$ cat src/rtl/seg7_scan_driver.sv
// Four-digit multiplexed 7-segment driver; latches the glyph word once per frame.
// Optional digit blinking is enabled by defining DISP_BLINK_EN.
module seg7_scan_driver #(
  parameter int SCAN_DIV     = 50000,
  parameter int BLINK_FRAMES = 64,
  parameter int ACTIVE_LOW   = 1
) (
  input  logic        clk,
  input  logic        rst,
  input  logic [19:0] codes_i,
  input  logic [3:0]  dp_in_i,
  input  logic [3:0]  blink_mask_i,
  output logic [3:0]  an_o,
  output logic [6:0]  seg_o,
  output logic        dp_o,
  output logic        frame_start_o
);

  localparam int PW = (SCAN_DIV > 2) ? $clog2(SCAN_DIV) : 1;
  localparam bit INV = (ACTIVE_LOW != 0);

  logic [PW-1:0] presc_q, presc_d;
  logic [1:0]    idx_q, idx_d;
  logic [19:0]   word_q, word_d;
  logic [3:0]    dpl_q, dpl_d;
  logic [3:0]    an_q, an_d;
  logic [6:0]    seg_q, seg_d;
  logic          dp_q, dp_d;
  logic          fs_q;
  logic          tick, latch;
  logic [4:0]    code;
  logic [3:0]    an_hi;
  logic          blank_an;

  function automatic logic [6:0] glyph(input logic [4:0] c);
    logic [6:0] s;
    case (c)
      5'd0:  s = 7'b0111111;
      5'd1:  s = 7'b0000110;
      5'd2:  s = 7'b1011011;
      5'd3:  s = 7'b1001111;
      5'd4:  s = 7'b1100110;
      5'd5:  s = 7'b1101101;
      5'd6:  s = 7'b1111101;
      5'd7:  s = 7'b0000111;
      5'd8:  s = 7'b1111111;
      5'd9:  s = 7'b1101111;
      5'd10: s = 7'b1110111;
      5'd11: s = 7'b1111100;
      5'd12: s = 7'b0111001;
      5'd13: s = 7'b1011110;
      5'd14: s = 7'b1111001;
      5'd15: s = 7'b1110001;
      5'd16: s = 7'b1110110;
      5'd17: s = 7'b0011110;
      5'd18: s = 7'b0111000;
      5'd19: s = 7'b1010100;
      5'd20: s = 7'b1110011;
      5'd21: s = 7'b1010000;
      5'd22: s = 7'b1011100;
      5'd23: s = 7'b1111000;
      5'd24: s = 7'b0011100;
      5'd25: s = 7'b1101101;
      5'd26: s = 7'b1000000;
      5'd27: s = 7'b0001000;
      default: s = 7'b0000000;
    endcase
    return s;
  endfunction

  assign tick  = (presc_q == PW'(SCAN_DIV - 1));
  assign latch = tick && (idx_q == 2'd3);
  assign code  = word_q[5*int'(idx_q) +: 5];

`ifdef DISP_BLINK_EN
  localparam int FW = (BLINK_FRAMES > 1) ? $clog2(BLINK_FRAMES) : 1;

  logic [FW-1:0] fcnt_q, fcnt_d;
  logic          phase_q, phase_d;
  logic [3:0]    mask_q, mask_d;

  // phase flips after every BLINK_FRAMES latched frames
  always_comb begin
    fcnt_d  = fcnt_q;
    phase_d = phase_q;
    mask_d  = mask_q;
    if (latch) begin
      mask_d = blink_mask_i;
      if (fcnt_q == FW'(BLINK_FRAMES - 1)) begin
        fcnt_d  = '0;
        phase_d = ~phase_q;
      end else begin
        fcnt_d = fcnt_q + 1'b1;
      end
    end
  end

  always_ff @(posedge clk) begin
    if (rst) begin
      fcnt_q  <= '0;
      phase_q <= 1'b0;
      mask_q  <= '0;
    end else begin
      fcnt_q  <= fcnt_d;
      phase_q <= phase_d;
      mask_q  <= mask_d;
    end
  end

  assign blank_an = phase_q && mask_q[idx_q];
`else
  logic unused_blink;
  assign unused_blink = (^blink_mask_i) ^ (BLINK_FRAMES > 0);
  assign blank_an     = 1'b0;
`endif

  always_comb begin
    presc_d = tick ? '0 : presc_q + 1'b1;
    idx_d   = tick ? idx_q + 2'd1 : idx_q;
    word_d  = latch ? codes_i : word_q;
    dpl_d   = latch ? dp_in_i : dpl_q;
    an_hi   = blank_an ? 4'b0000 : (4'b0001 << idx_q);
    an_d    = INV ? ~an_hi : an_hi;
    seg_d   = INV ? ~glyph(code) : glyph(code);
    dp_d    = INV ? ~dpl_q[idx_q] : dpl_q[idx_q];
  end

  always_ff @(posedge clk) begin
    if (rst) begin
      presc_q <= '0;
      idx_q   <= '0;
      word_q  <= '0;
      dpl_q   <= '0;
      an_q    <= INV ? 4'hF : 4'h0;
      seg_q   <= INV ? 7'h7F : 7'h00;
      dp_q    <= INV;
      fs_q    <= 1'b0;
    end else begin
      presc_q <= presc_d;
      idx_q   <= idx_d;
      word_q  <= word_d;
      dpl_q   <= dpl_d;
      an_q    <= an_d;
      seg_q   <= seg_d;
      dp_q    <= dp_d;
      fs_q    <= latch;
    end
  end

  assign an_o          = an_q;
  assign seg_o         = seg_q;
  assign dp_o          = dp_q;
  assign frame_start_o = fs_q;

endmodule

$ cat config.mk
export PLATFORM = sky130hd
export DESIGN_NAME = seg7_scan_driver
export DESIGN_NICKNAME = d
export VERILOG_FILES = /design/src/rtl/seg7_scan_driver.sv
export SDC_FILE = /design/constraint.sdc
export NUM_CORES = 1
export LEC_CHECK = 0
export BUFFER_PORTS_ARGS = -buffer_cell sky130_fd_sc_hd__buf_4
export CORE_ASPECT_RATIO = 1.75
export CORE_MARGIN = 2
export CORE_UTILIZATION = 45
export DETAILED_ROUTE_END_ITERATION = 12
export PLACE_DENSITY = 0.75
export SLEW_MARGIN = 20
export SYNTH_ARGS = -nofsm -noshare
export SYNTH_HDL_FRONTEND = slang
export SYNTH_SLANG_ARGS = --single-unit
$ cat constraint.sdc
create_clock -name clk -period 6.9 [get_ports clk]
set_clock_uncertainty 0.15 [all_clocks]
set_input_delay 2.07 -clock clk [delete_from_list [all_inputs] [get_ports clk]]
set_output_delay 2.07 -clock clk [all_outputs]
set_load 0.01 [all_outputs]
==> flow_metrics.tcl <==
set metrics [dict create \
    status "completed" \
    setup_ws_ns 3.75 \
    timing.final.crit_period_ns 3.15 \
    reg2reg_to "presc_q[7]$_SDFF_PP0_" \
    grt_usage 0.186 \
    io_pins 43 \
    cts_tree "built" \
    start_util 0.468 \
    dpl.hpwl_microns 3900 \
    die_w_microns 61.6 \
    rsz0062_at_grt "false" \
    cpMaxStageDelayCell "nand2_1" \
    routabilityCongestion 0.884 \
    worst-path-buf-inv 2 \
    min_from "word_q[5]$_SDFFE_PP0P_" \
    dieArea_sq_um 6460 \
    post_cts_buffers 0 \
    synth_top_area_frac 0.421 \
    yosys_most_used_dff "dfxtp_1" \
    root_buffer "clkbuf_8" \
    cts_resized 0 \
    synth.most_common_cell "dfxtp_1" \
    path_max_fanout 34 \
    clockBufferDepth 2 \
    required_ns 6.92 \
    layout.nets 362 \
    vdd_drop_max_mv 0.134 \
    wl_per_cell_microns 13.5 \
    whs_path_depth 2 \
    drt-total-wl_microns 5370 \
    postSynthCellCount 298 \
    yosys.area.top_type "dfxtp_1" \
    drtPass1Iterations 4 \
    grt_use_met1 0.213 \
    fmax_ghz 0.317 \
    worstReg2RegStart "presc_q[0]$_SDFF_PP0_" \
    synth_area_leaders "dfxtp_1, a21oi_1, nand3_1, ha_1, o21ai_0" \
    endpoint_kind "flip-flop" \
    slew_viol_final 0 \
    period_share 0.457 \
    grt_use_met2 0.321 \
    worstSetupPathType "primary input to flip-flop" \
    diodes 0 \
    setup_violations 0 \
    synth_cell_types 39 \
    grt.busiest_layer "met2" \
    crit_chain "buf_4, inv_1, nand2_1, nor2_1" \
    io_buffer_count 38 \
    grt_util_met3 0.0297 \
    clk-insertion-delay-late_ns 0.30 \
    vias 2152 \
    synth-seq-area-share 0.421 \
    whs_endpoint "word_q[5]$_SDFFE_PP0P_" \
    placed_area_sq_um 2880 \
    grt-ovfl-total 0 \
    syn_area_sq_um 2610 \
    critPathMaxStageDelay_ns 0.43 \
    total_power_w 0.000555 \
    hold_viol 0 \
    synth_edf_count 0 \
    startpoint_type "primary input" \
    antenna_found_initial 0 \
    syn-num-nets 339 \
    grt_max_degree 35 \
    yosys_register_bits 55 \
    htree_levels 2 \
    drt_iter0_drc 113 \
    area_delta_synth_final_pct 14.4 \
    fin_tns_setup_ns 0 \
    ant_nets 0 \
    path_clk_slew_ns 0.09 \
    r2r_cells 5 \
    maxCapViolations 0 \
    synth_commonest_cells "dfxtp_1, a21oi_1, nand3_1" \
    grt_pass1_wl_microns 9390 \
    power_density_nw_per_um2 186 \
    numClockSinks 55 \
    preCtsSetupSlack_ns 3.41 \
    cpLargestDelayFamily "buffers and inverters" \
    ys.warnings.count 0 \
    rrSetupSlack_ns 4.07 \
    async_flop_share 0 \
    chipHeight_microns 105 \
    tightest_slew_ns 0.985 \
    ctsHoldBuffers 0 \
    worstPathArrival_ns 3.17 \
    final_area_sq_um 2990 \
    drcViolationCount 0 \
    grt_pass1_vias 2156 \
    synth_area_per_cell_sq_um 8.77 \
    viasPerCell 5.42 \
    hp-class "flip-flop to flip-flop" \
    core_sq_um 5590 \
    layout-drive-gt1-share 0.159 \
    relSlewSlack 0.341 \
    leakage_nw 1.06 \
    rows 36 \
    cts_made_buffers 5 \
]
[flip-flops by register name, summed over array words and instances (netlist names)]
signal and count:
word_q 20, presc_q 16, seg_o 7, an_o 4, dpl_q 4, idx_q 2, dp_o 1, frame_start_o 1
[area by class of cell]
class / instances / area (sq um)
fillers: 567 / 2600
flip-flops and latches: 55 / 1100
multi-input cells: 209 / 1360
inverters: 12 / 45.0
repair buffers: 38 / 285
well taps: 76 / 95.1
clock inverters: 2 / 37.5
clock buffers: 5 / 68.8
[cell usage in the layout, fill, tap and decap left out, types with 2 or more instances in the layout]
master	count
nand2b_1	3
nand3b_1	3
ha_1	11
nor2b_1	4
mux4_2	4
dfxtp_1	55
clkbuf_8	5
a21oi_1	30
nor4_1	4
nand3_1	30
xnor2_1	14
buf_4	38
nand2_1	14
nor2_1	26
a32oi_1	2
inv_1	12
o21ai_0	26
nand4_1	4
o21ai_1	4
and3_1	3
a211o_1	2
xor2_1	3
nor3_1	4
a31oi_1	2
nor4b_1	2
mux4_1	2
[worst reg2reg max path, delay by kind of cell (launching register included)]
family / cells / cell delay [ns]
and+or+nand+nor: 4 / 1.94
DFF: 1 / 0.39
adders and majority gates: 1 / 0.22
[how the worst max path moves through the flow]
| stage | from | to | slack, ns | cells past startpoint |
|---|---|---|---|---|
| finish | rst | presc_q[7]$_SDFF_PP0_ | 3.75 | 4 |
| global route | rst | presc_q[15]$_SDFF_PP0_ | 3.59 | 4 |
| CTS | rst | presc_q[7]$_SDFF_PP0_ | 3.75 | 4 |
| detailed placement | rst | presc_q[4]$_SDFF_PP0_ | 3.41 | 4 |
| global placement | rst | presc_q[3]$_SDFF_PP0_ | 3.44 | 4 |
| floorplan | rst | presc_q[10]$_SDFF_PP0_ | 3.73 | 5 |
[through the flow]
| step | cells | hold WS [ns] | utilization |
|---|---|---|---|
| global placement | 390 | 0.295 | 0.516 |
| global route | 397 | 0.353 | 0.535 |
| CTS | 397 | 0.328 | 0.535 |
| detailed placement | 390 | 0.315 | 0.516 |
| finish | 397 | 0.327 | 0.535 |
| floorplan | 298 | 0.280 | - |
[kinds of logic (layout without fill, tap and decap cells)]
logic type      after synthesis  after routing  synth area share
simple gates                101            101             0.197
compound gates               73             73             0.154
flops                        55             55             0.421
buf+inv                      34             57            0.0598
xor+xnor                     17             17            0.0570
fa+ha+maj                    11             11            0.0527
mux                           7              7            0.0589
[layer usage]
metal | up-vias | wire length [microns]
met5 | - | 0
met4 | 0 | 176
met3 | 21 | 158
met2 | 50 | 2870
met1 | 992 | 2170
li1 | 1089 | -
[where the power goes]
| group | internal, W | switching (W) | leakage [nW] |
|---|---|---|---|
| Combinational | 0.0000146 | 0.0000109 | 0.565 |
| Clock | 0.000106 | 0.000100 | 0.0502 |
| Sequential | 0.000321 | 0.00000205 | 0.446 |
| Total | 0.000442 | 0.000113 | 1.06 |
(Power assumes the default switching activity.)
